**config.mk**
```make
export PLATFORM = sky130hd
export DESIGN_NAME = fetch_unit_flat
export DESIGN_NICKNAME = d
export VERILOG_FILES = /design/src/rtl/cpu_pkg.sv /design/src/rtl/fetch_unit_if.sv /design/src/rtl/fetch_queue.sv /design/src/rtl/fetch_unit.sv /design/src/flat_wrapper.sv
export SDC_FILE = /design/constraint.sdc
export NUM_CORES = 1
export LEC_CHECK = 0
export BUFFER_PORTS_ARGS = -buffer_cell sky130_fd_sc_hd__buf_4
export CAP_MARGIN = 5
export CORE_MARGIN = 2
export CORE_UTILIZATION = 54
export CTS_BUF_LIST = sky130_fd_sc_hd__clkbuf_2
export DETAILED_ROUTE_END_ITERATION = 12
export GPL_ROUTABILITY_DRIVEN = 0
export PLACE_DENSITY = 0.85
export SLEW_MARGIN = 25
export SYNTH_ARGS = -nofsm -noshare
export SYNTH_HDL_FRONTEND = slang
export SYNTH_SLANG_ARGS = --single-unit
export TNS_END_PERCENT = 100
```
**constraint.sdc**
```tcl
create_clock -name clk -period 6.95 [get_ports clk]
set_clock_uncertainty 0.1 [all_clocks]
set_input_delay 0.3475 -clock clk [delete_from_list [all_inputs] [get_ports clk]]
set_output_delay 0.3475 -clock clk [all_outputs]
set_load 0.02 [all_outputs]
```
**src/rtl/cpu_pkg.sv**
```systemverilog
// cpu_pkg: shared constants and the fetch queue entry type.
package cpu_pkg;
    localparam int XLEN = 32;
    localparam logic [XLEN-1:0] NOP_INSTR = 32'h0000_0013;
    localparam logic [XLEN-1:0] RESET_PC = 32'h0001_0000;
    typedef struct packed {
        logic [XLEN-1:0] instr;
        logic [XLEN-1:0] pc;
        logic            fault;
    } fetch_entry_t;
endpackage

```
**src/rtl/fetch_unit_if.sv**
```systemverilog
// fetch_unit_if: redirect, instruction-memory and issue-queue signals of the fetch stage.
interface fetch_unit_if;
    import cpu_pkg::*;
    logic            override;
    logic [XLEN-1:0] newpc;
    logic            imem_valid;
    logic            imem_ready;
    logic [XLEN-1:0] imem_addr;
    logic [XLEN-1:0] imem_rdata;
    logic            out_valid;
    logic            out_ready;
    logic [XLEN-1:0] out_instr;
    logic [XLEN-1:0] out_pc;
    logic            out_fault;
    modport master (
        input  override, newpc, imem_ready, imem_rdata, out_ready,
        output imem_valid, imem_addr, out_valid, out_instr, out_pc, out_fault
    );
    modport slave (
        output override, newpc, imem_ready, imem_rdata, out_ready,
        input  imem_valid, imem_addr, out_valid, out_instr, out_pc, out_fault
    );
endinterface

```
**src/rtl/fetch_queue.sv**
```systemverilog
// fetch_queue: 2-entry shift FIFO of fetch entries; head is zero while empty.
module fetch_queue
    import cpu_pkg::*;
(
    input  logic         clk,
    input  logic         rst,
    input  logic         i_push,
    input  logic         i_pop,
    input  logic         i_flush,
    input  fetch_entry_t i_entry,
    output logic [1:0]   o_count_next,
    output logic         o_valid,
    output fetch_entry_t o_head
);
    fetch_entry_t r_mem [2];
    logic [1:0]   r_count;
    logic         w_pop;
    logic         w_widx;

    assign w_pop        = i_pop & (r_count != 2'd0);
    assign w_widx       = r_count[1] | (r_count[0] & ~w_pop);
    assign o_count_next = i_flush ? 2'd0 : r_count + {1'b0, i_push} - {1'b0, w_pop};
    assign o_valid      = r_count != 2'd0;
    assign o_head       = o_valid ? r_mem[0] : '0;

    always_ff @(posedge clk) begin
        r_count <= rst ? 2'd0 : o_count_next;
        if (w_pop) r_mem[0] <= r_mem[1];
        if (i_push & ~i_flush) r_mem[w_widx] <= i_entry;
    end
endmodule

```
**src/rtl/fetch_unit.sv**
```systemverilog
// fetch_unit: fetch PC, single-outstanding imem request, redirect kill and
// misaligned-target fault handling in front of a 2-entry instruction queue.
module fetch_unit #(
    parameter logic [31:0] RESET_PC  = cpu_pkg::RESET_PC,
    parameter logic [31:0] NOP_INSTR = cpu_pkg::NOP_INSTR
) (
    input logic         clk,
    input logic         rst,
    fetch_unit_if.master bus
);
    localparam int XLEN = cpu_pkg::XLEN;

    logic            r_valid, r_kill, r_stopped, r_fpend;
    logic [XLEN-1:0] r_addr, r_pc;
    logic            w_resp, w_hold, w_mis, w_take, w_fpush, w_pop, w_stopped_nx, w_head_valid;
    logic [1:0]      w_count_nx;
    logic [XLEN-1:0] w_pc_nx;
    cpu_pkg::fetch_entry_t w_entry, w_head;

    assign w_resp       = r_valid & bus.imem_ready;
    assign w_hold       = r_valid & ~bus.imem_ready;
    assign w_mis        = bus.override & (bus.newpc[1:0] != 2'b00);
    assign w_take       = w_resp & ~r_kill & ~bus.override;
    // The fault entry waits for any killed response to drain first.
    assign w_fpush      = r_fpend & ~r_kill & ~bus.override;
    assign w_pop        = bus.out_ready & ~bus.override;
    assign w_stopped_nx = bus.override ? w_mis : r_stopped;
    assign w_pc_nx      = bus.override ? bus.newpc : w_take ? r_addr + 32'd4 : r_pc;
    assign w_entry      = w_fpush ? {NOP_INSTR, r_pc, 1'b1} : {bus.imem_rdata, r_addr, 1'b0};

    fetch_queue u_queue (
        .clk          (clk),
        .rst          (rst),
        .i_push       (w_take | w_fpush),
        .i_pop        (w_pop),
        .i_flush      (bus.override),
        .i_entry      (w_entry),
        .o_count_next (w_count_nx),
        .o_valid      (w_head_valid),
        .o_head       (w_head)
    );

    always_ff @(posedge clk) begin
        if (rst) begin
            r_valid   <= 1'b0;
            r_addr    <= RESET_PC;
            r_pc      <= RESET_PC;
            r_kill    <= 1'b0;
            r_stopped <= 1'b0;
            r_fpend   <= 1'b0;
        end else begin
            r_valid   <= w_hold | (~w_stopped_nx & (w_count_nx < 2'd2));
            r_addr    <= w_hold ? r_addr : w_pc_nx;
            r_pc      <= w_pc_nx;
            r_kill    <= bus.override ? w_hold : r_kill & ~w_resp;
            r_stopped <= w_stopped_nx;
            r_fpend   <= bus.override ? w_mis : r_fpend & ~w_fpush;
        end
    end

    assign bus.imem_valid = r_valid;
    assign bus.imem_addr  = r_addr;
    assign bus.out_valid  = w_head_valid;
    assign bus.out_instr  = w_head.instr;
    assign bus.out_pc     = w_head.pc;
    assign bus.out_fault  = w_head.fault;
endmodule

```
**src/flat_wrapper.sv**
```systemverilog
// flat-port wrapper written by rule: the top's interface ports become plain ports
module fetch_unit_flat 
#(
    parameter logic [31:0] RESET_PC  = cpu_pkg::RESET_PC,
    parameter logic [31:0] NOP_INSTR = cpu_pkg::NOP_INSTR
)
  (clk, rst, bus_override, bus_newpc, bus_imem_ready, bus_imem_rdata, bus_out_ready, bus_imem_valid, bus_imem_addr, bus_out_valid, bus_out_instr, bus_out_pc, bus_out_fault);
  fetch_unit_if bus_i ();
  input logic clk;
  input logic rst;
  input wire logic [$bits(bus_i.override)-1:0] bus_override;
  input wire logic [$bits(bus_i.newpc)-1:0] bus_newpc;
  input wire logic [$bits(bus_i.imem_ready)-1:0] bus_imem_ready;
  input wire logic [$bits(bus_i.imem_rdata)-1:0] bus_imem_rdata;
  input wire logic [$bits(bus_i.out_ready)-1:0] bus_out_ready;
  output wire logic [$bits(bus_i.imem_valid)-1:0] bus_imem_valid;
  output wire logic [$bits(bus_i.imem_addr)-1:0] bus_imem_addr;
  output wire logic [$bits(bus_i.out_valid)-1:0] bus_out_valid;
  output wire logic [$bits(bus_i.out_instr)-1:0] bus_out_instr;
  output wire logic [$bits(bus_i.out_pc)-1:0] bus_out_pc;
  output wire logic [$bits(bus_i.out_fault)-1:0] bus_out_fault;
  assign bus_i.override = bus_override;
  assign bus_i.newpc = bus_newpc;
  assign bus_i.imem_ready = bus_imem_ready;
  assign bus_i.imem_rdata = bus_imem_rdata;
  assign bus_i.out_ready = bus_out_ready;
  assign bus_imem_valid = bus_i.imem_valid;
  assign bus_imem_addr = bus_i.imem_addr;
  assign bus_out_valid = bus_i.out_valid;
  assign bus_out_instr = bus_i.out_instr;
  assign bus_out_pc = bus_i.out_pc;
  assign bus_out_fault = bus_i.out_fault;
  fetch_unit #(.RESET_PC(RESET_PC), .NOP_INSTR(NOP_INSTR)) u_core (.clk(clk), .rst(rst), .bus(bus_i));
endmodule
```
# After elaboration in Yosys (flattened, before gate mapping)
# Memory sizes are Yosys's and may differ from the RTL's.
# Cells that the tools add are included.
[totals] regBits=70 ram_bits=130 in_bits=69 output_inout_bits=99 wordCells=50 memories=1
[mem_list] name="u_core.u_queue.r_mem" words=2 width=65 read_ports=2 rd_clocked_by_memory_dff=0 wr=2 line_no="fetch_queue.sv:15" text="fetch_entry_t r_mem [2];"
[classes] n_addsub=3 n_lt_le_gt_ge=1 muxes=12 n_bitwise=24 reduce_logical=2
[op_table] cell="2-to-1 mux 65 bit" n=2
[op_table] cell="2-to-1 mux 32 bit" n=2
[op_table] cell="adder 32 x 3 -> 32 bit, second input constant" n=1
[op_table] cell="bitwise AND 1 bit" n=14
[op_table] cell="2-to-1 mux 1 bit" n=7
[op_table] cell="NOT 1 bit" n=7
[op_table] cell="nonzero test 2 bit" n=2
[op_table] cell="bitwise OR 1 bit" n=3
[op_table] cell="adder 2 x 1 -> 2 bit" n=1
[op_table] cell="less-than comparator 2 bit, second input constant" n=1
[op_table] cell="2-to-1 mux 2 bit" n=1
[op_table] cell="subtractor 2 x 1 -> 2 bit" n=1

# Longest topological paths before layout
[depth] word_depth=10 mapped_depth=12 ltp_nobuf=10

# Hierarchy
# A second synthesis with hierarchy kept.
[hier_totals] hier_cells=804 hier_area_um2=9394.0
[modules_own_cells] module="fetch_queue" n_inst=1 cells_per_inst=293 area_each_um2=5307.6 seq_area_each_um2=3943.8
[modules_own_cells] module="fetch_unit" n_inst=1 cells_per_inst=511 area_each_um2=4086.4 seq_area_each_um2=1361.3

# Worst setup path before layout
# OpenSTA, ideal clock, no wires.
[synth_timing] path_type="input port to flip-flop" startpoint="input port bus_override" endpoint="memory u_core.u_queue.r_mem[1][0] (netlist name) (enable)" setup_time_ps=510 arrival_ps=4676 required_time_ps=6340 setup_slack_ps=1664 stages=7 n_path_buf=3 cell_sequence="clkbuf_1 > clkbuf_1 > clkbuf_1 > nand3b_1 > ha_1 > nor2_1 > a21oi_1"
[synth_lines] element="start: declaration" line_no="flat_wrapper.sv:11" text="input wire logic [$bits(bus_i.override)-1:0] bus_override;"
[synth_lines] element="end: declaration" line_no="fetch_queue.sv:15"

==> PnR_summary.wiki <==
{| class="wikitable"
! Metric !! Value
|-
| Run status || complete, no violations
|-
| Area inside the core boundary || around 0.017 mm²
|-
| FF+latch count, synth || 200
|-
| Number of global-route vias before repair || 6,809
|-
| Post-route setup TNS || 0 ns
|-
| Synthesis Warnings || 0
|-
| Static leakage || 4.64 nW
|-
| Setup WS post-layout || approximately 3.7 ns
|-
| Tcrit/Tclk final || 0.471
|-
| First-pass GRT wire length || 35,000 µm
|-
| Synth-to-layout area growth || 26.3%
|-
| Number of cell rows || 47
|-
| Number of placed instances, taps included || about 1,200
|-
| Biggest fanout along the worst timing path || 67
|-
| Number of top-level pins || 168
|-
| Placement Setup Slack || around 3.6 ns
|-
| Met3 usage in global routing || 0.0379
|-
| Port Buffer Count || 167
|-
| Remaining antenna violation count || 0
|-
| Global routing usage summed across all routing layers || 0.246
|-
| Number of violations reported at the end of detailed-routing iteration 0 || 665
|-
| Post-Syn Instances || 835
|-
| Total vias in the final route || 7,174
|-
| Post-synthesis net count || 908
|-
| Data arrival time at the worst-slack endpoint || 3.68 ns
|-
| Clock tree buffer depth || 2
|-
| Number of antenna violations at the first check in global routing || 1
|-
| Largest net degree at the start of global routing || 70
|-
| Die boundary height || 135 µm
|-
| First drt pass iteration count || 5
|-
| Hold Path Stages || 3
|-
| Critical path, cell by cell || or2_2, nand3b_1, ha_1, nor2_1, o21ai_4, buf_4, mux2_2
|-
| Total number of H-tree levels || 4
|-
| Critical path endpoint category || flip-flop
|-
| Number of enable-type register cells in the synthesized netlist || 130
|-
| Footprint of the multi-input gates || 0.00372 mm²
|-
| CTS tree || done
|-
| Count of final hold-check violations || 0
|-
| Seq. cell area || 0.00531 mm²
|-
| Final max-slew violation count || 0
|-
| Hold crit path type || input port to flip-flop
|-
| Master of the slowest instance on the critical path || sky130_fd_sc_hd__or2_2
|-
| Proportion of register bits with asynchronous set or reset after synthesis || 0
|-
| Clock tree root buffer cell || sky130_fd_sc_hd__clkbuf_2
|-
| Residual DRC || 0
|-
| Initial cell density of the core || 0.556
|-
| Data required time of the critical path || 7.36 ns
|-
| Prevailing post-synth register cell || sky130_fd_sc_hd__edfxtp_1
|-
| HPWL after detailed placement || about 14,000 µm
|-
| Mean cell area of the mapped netlist || 11.1 µm²
|-
| Total of endpoints with negative setup slack in the final report || 0
|-
| Worst Setup Path Type || flip-flop to flip-flop
|-
| TritonCTS Buffers || 17
|-
| Sequential element share of the synthesized area || 0.573
|-
| Max-capacitance violation count || 0
|-
| Global-route track usage on met2 || 0.397
|-
| Power density over cell area || 195 mW/mm²
|-
| CTS sink count || 200
|-
| Final global-route overflow total || 0
|-
| Minimum period implied by the final worst setup slack || between 3 and 4 ns
|-
| Peak supply drop || 0.117 mV
|-
| Relative slew margins || 0.291
|-
| Total routed wirelength || 22,400 µm
|-
| Clock insertion delay at the later pin of the skew report || 0.76 ns
|-
| Area of the mapped netlist || 0.00925 mm²
|-
| Delay contributed by the slowest stage of the critical path || 0.75 ns
|-
| Layout cell share with drive strength beyond 1 || 0.266
|-
| Global-route met1 utilization || 0.344
|-
| Setup repair after global routing missed its margin || false
|-
| Global route hottest layer || met2
|-
| Worst hold slack || approximately 0.16 ns
|-
| Average vias per placed instance || 5.59
|-
| Unique cell type count in the Yosys netlist || 59
|-
| Highest attainable clock frequency || 305 MHz
|-
| Startpoint kind of the worst setup timing path || flip-flop
|-
| Full die area || 0.0182 mm²
|-
| Horiz. Die Dim || 135 µm
|-
| Count of cells along the worst register-to-register path || 7
|-
| Count of fill cells added during filler insertion || 1,217
|-
| Nets || approximately 1,100
|-
| Count of placed standard cells in the final layout, fillers left out || 1,284
|-
| Average wire per cell in the routed design || 17.5 µm
|-
| Slew of the pin with the lowest slew margin || 1.06 ns
|-
| Setup bufs post-CTS || 0
|-
| Clock Pin Slew Worst Setup and Hold Paths || 0.21 ns
|}
[path summary, 6_finish.rpt]
kind	from	endpoint	slack (ns)
setup / recovery	u_core.u_queue.r_count[1]$_SDFF_PP0_	u_core.u_queue.r_mem[0][12]$_DFFE_PP_	3.67
hold / removal	bus_override	u_core.r_fpend$_SDFF_PP0_	0.16
setup reg to reg	u_core.u_queue.r_count[1]$_SDFF_PP0_	u_core.u_queue.r_mem[0][12]$_DFFE_PP_	3.67
hold reg to reg	u_core.bus.imem_addr[0]$_SDFFE_PP0N_	u_core.r_pc[0]$_SDFF_PP0_	0.43
[registers in the layout, indices dropped and copies added, names as in the netlist]
register,flops
u_core.bus.imem_addr,32
u_core.bus.imem_valid,1
u_core.r_fpend,1
u_core.r_kill,1
u_core.r_pc,32
u_core.r_stopped,1
u_core.u_queue.r_count,2
u_core.u_queue.r_mem,130
[critical path: cells and delay by family (launching register included)]
kind	cells	cell delay, ns
muxes	1	0.39
buffers and inverters	1	0.40
adders and majority gates	1	0.27
and+or+nand+nor	3	1.35
DFF	1	0.40
AOI/OAI and AO/OA	1	0.12
[logic make-up after synthesis]
family / after synthesis / synth area share
AOI/OAI and AO/OA: 136 / 0.0979
muxes: 66 / 0.0802
DFF: 200 / 0.573
buffers and inverters: 69 / 0.0300
and+or+nand+nor: 337 / 0.191
xor gates and xnor gates: 23 / 0.0218
adders and majority gates: 4 / 0.00541
[routing by layer]
metal / routed length (µm) / vias to the layer above
met2: 10800 / 323
met3: 1750 / 31
met5: 0 / -
met4: 321 / 0
li1: - / 3417
met1: 9560 / 3403
[synth_stat cells (2+ instances only)]
library cell | count | area [µm²]
sky130_fd_sc_hd__clkbuf_1 | 45 | 169
sky130_fd_sc_hd__nor2_1 | 53 | 199
sky130_fd_sc_hd__a2111oi_0 | 2 | 17.5
sky130_fd_sc_hd__buf_2 | 9 | 45.0
sky130_fd_sc_hd__nand2_1 | 110 | 413
sky130_fd_sc_hd__a2bb2oi_1 | 2 | 17.5
sky130_fd_sc_hd__a21oi_1 | 27 | 135
sky130_fd_sc_hd__dfxtp_1 | 70 | 1400
sky130_fd_sc_hd__and4_1 | 2 | 17.5
sky130_fd_sc_hd__mux2_2 | 65 | 732
sky130_fd_sc_hd__and2_1 | 96 | 601
sky130_fd_sc_hd__o22ai_1 | 13 | 81.3
sky130_fd_sc_hd__a21o_1 | 2 | 15.0
sky130_fd_sc_hd__nand3b_1 | 2 | 15.0
sky130_fd_sc_hd__or4_1 | 3 | 22.5
sky130_fd_sc_hd__nand4_1 | 9 | 56.3
sky130_fd_sc_hd__or3_1 | 2 | 12.5
sky130_fd_sc_hd__nand4_4 | 2 | 42.5
sky130_fd_sc_hd__a22o_1 | 6 | 52.6
sky130_fd_sc_hd__inv_1 | 11 | 41.3
sky130_fd_sc_hd__xor2_1 | 11 | 96.3
sky130_fd_sc_hd__a221oi_1 | 4 | 35.0
sky130_fd_sc_hd__o32ai_1 | 3 | 26.3
sky130_fd_sc_hd__xnor2_1 | 12 | 105
sky130_fd_sc_hd__a31o_2 | 2 | 17.5
sky130_fd_sc_hd__nor2b_1 | 15 | 93.8
sky130_fd_sc_hd__nand2b_1 | 5 | 31.3
sky130_fd_sc_hd__edfxtp_1 | 130 | 3900
sky130_fd_sc_hd__o21ai_0 | 26 | 130
sky130_fd_sc_hd__o31a_1 | 5 | 43.8
sky130_fd_sc_hd__nand3_1 | 10 | 50.1
sky130_fd_sc_hd__buf_1 | 3 | 11.3
sky130_fd_sc_hd__a22oi_1 | 15 | 113
sky130_fd_sc_hd__nor4_1 | 4 | 25.0
sky130_fd_sc_hd__a31oi_1 | 5 | 31.3
sky130_fd_sc_hd__a211oi_1 | 16 | 120
sky130_fd_sc_hd__and3_1 | 5 | 31.3
sky130_fd_sc_hd__nor3_1 | 9 | 45.0
sky130_fd_sc_hd__ha_1 | 4 | 50.1
[what timing repair did]
action                     4_1_cts  5_1_grt
setup endpoints to repair        0        0
hold endpoints to repair       131        0
hold buffers                    79        0
resized for setup                0        0
[cell type report]
cell class	count	area share
multi-input cells	566	0.318
well taps	220	0.0236
flip-flops and latches	200	0.454
repair buffers	254	0.180
inverters	11	0.00354
clock buffers	20	0.00857
clock inverters	11	0.0114
diodes	2	0.000428
[metrics by stage]
step	total power [W]	util	cell area, µm²
floorplan	0.00157	-	9250
global placement	0.00169	0.640	10700
detailed placement	0.00170	0.640	10700
CTS	0.00228	0.702	11700
global route	0.00236	0.702	11700
finish	0.00228	0.702	11700
[power by group]
part / internal, W / total [W] / switching [W]
sequential: 0.00132 / 0.00137 / 0.0000435
combinational: 0.000165 / 0.000347 / 0.000182
clock: 0.000198 / 0.000561 / 0.000363
[cells in the final DEF, fill, tap and decap left out, types with 3 or more instances in the layout]
cell type	instances
sky130_fd_sc_hd__mux2_2	65
sky130_fd_sc_hd__ha_1	4
sky130_fd_sc_hd__a22o_1	6
sky130_fd_sc_hd__nand2b_1	5
sky130_fd_sc_hd__nor4_1	4
sky130_fd_sc_hd__nand3_1	10
sky130_fd_sc_hd__a21oi_1	26
sky130_fd_sc_hd__edfxtp_1	130
sky130_fd_sc_hd__o32ai_1	3
sky130_fd_sc_hd__o21ai_0	26
sky130_fd_sc_hd__nor3_1	9
sky130_fd_sc_hd__clkbuf_2	20
sky130_fd_sc_hd__bufinv_16	3
sky130_fd_sc_hd__and3_1	5
sky130_fd_sc_hd__and2_1	96
sky130_fd_sc_hd__clkinv_1	4
sky130_fd_sc_hd__a22oi_1	15
sky130_fd_sc_hd__nor2b_1	15
sky130_fd_sc_hd__o31a_1	5
sky130_fd_sc_hd__a221oi_1	4
sky130_fd_sc_hd__nor2_1	53
sky130_fd_sc_hd__o22ai_1	13
sky130_fd_sc_hd__nand2_1	108
sky130_fd_sc_hd__xor2_1	11
sky130_fd_sc_hd__buf_4	175
sky130_fd_sc_hd__xnor2_1	12
sky130_fd_sc_hd__nand4_1	9
sky130_fd_sc_hd__dlygate4sd3_1	79
sky130_fd_sc_hd__dfxtp_1	70
sky130_fd_sc_hd__or4_1	3
sky130_fd_sc_hd__inv_1	11
sky130_fd_sc_hd__a211oi_1	16
sky130_fd_sc_hd__a31oi_1	5
No activity file was read; power rests on OpenSTA's default activity.
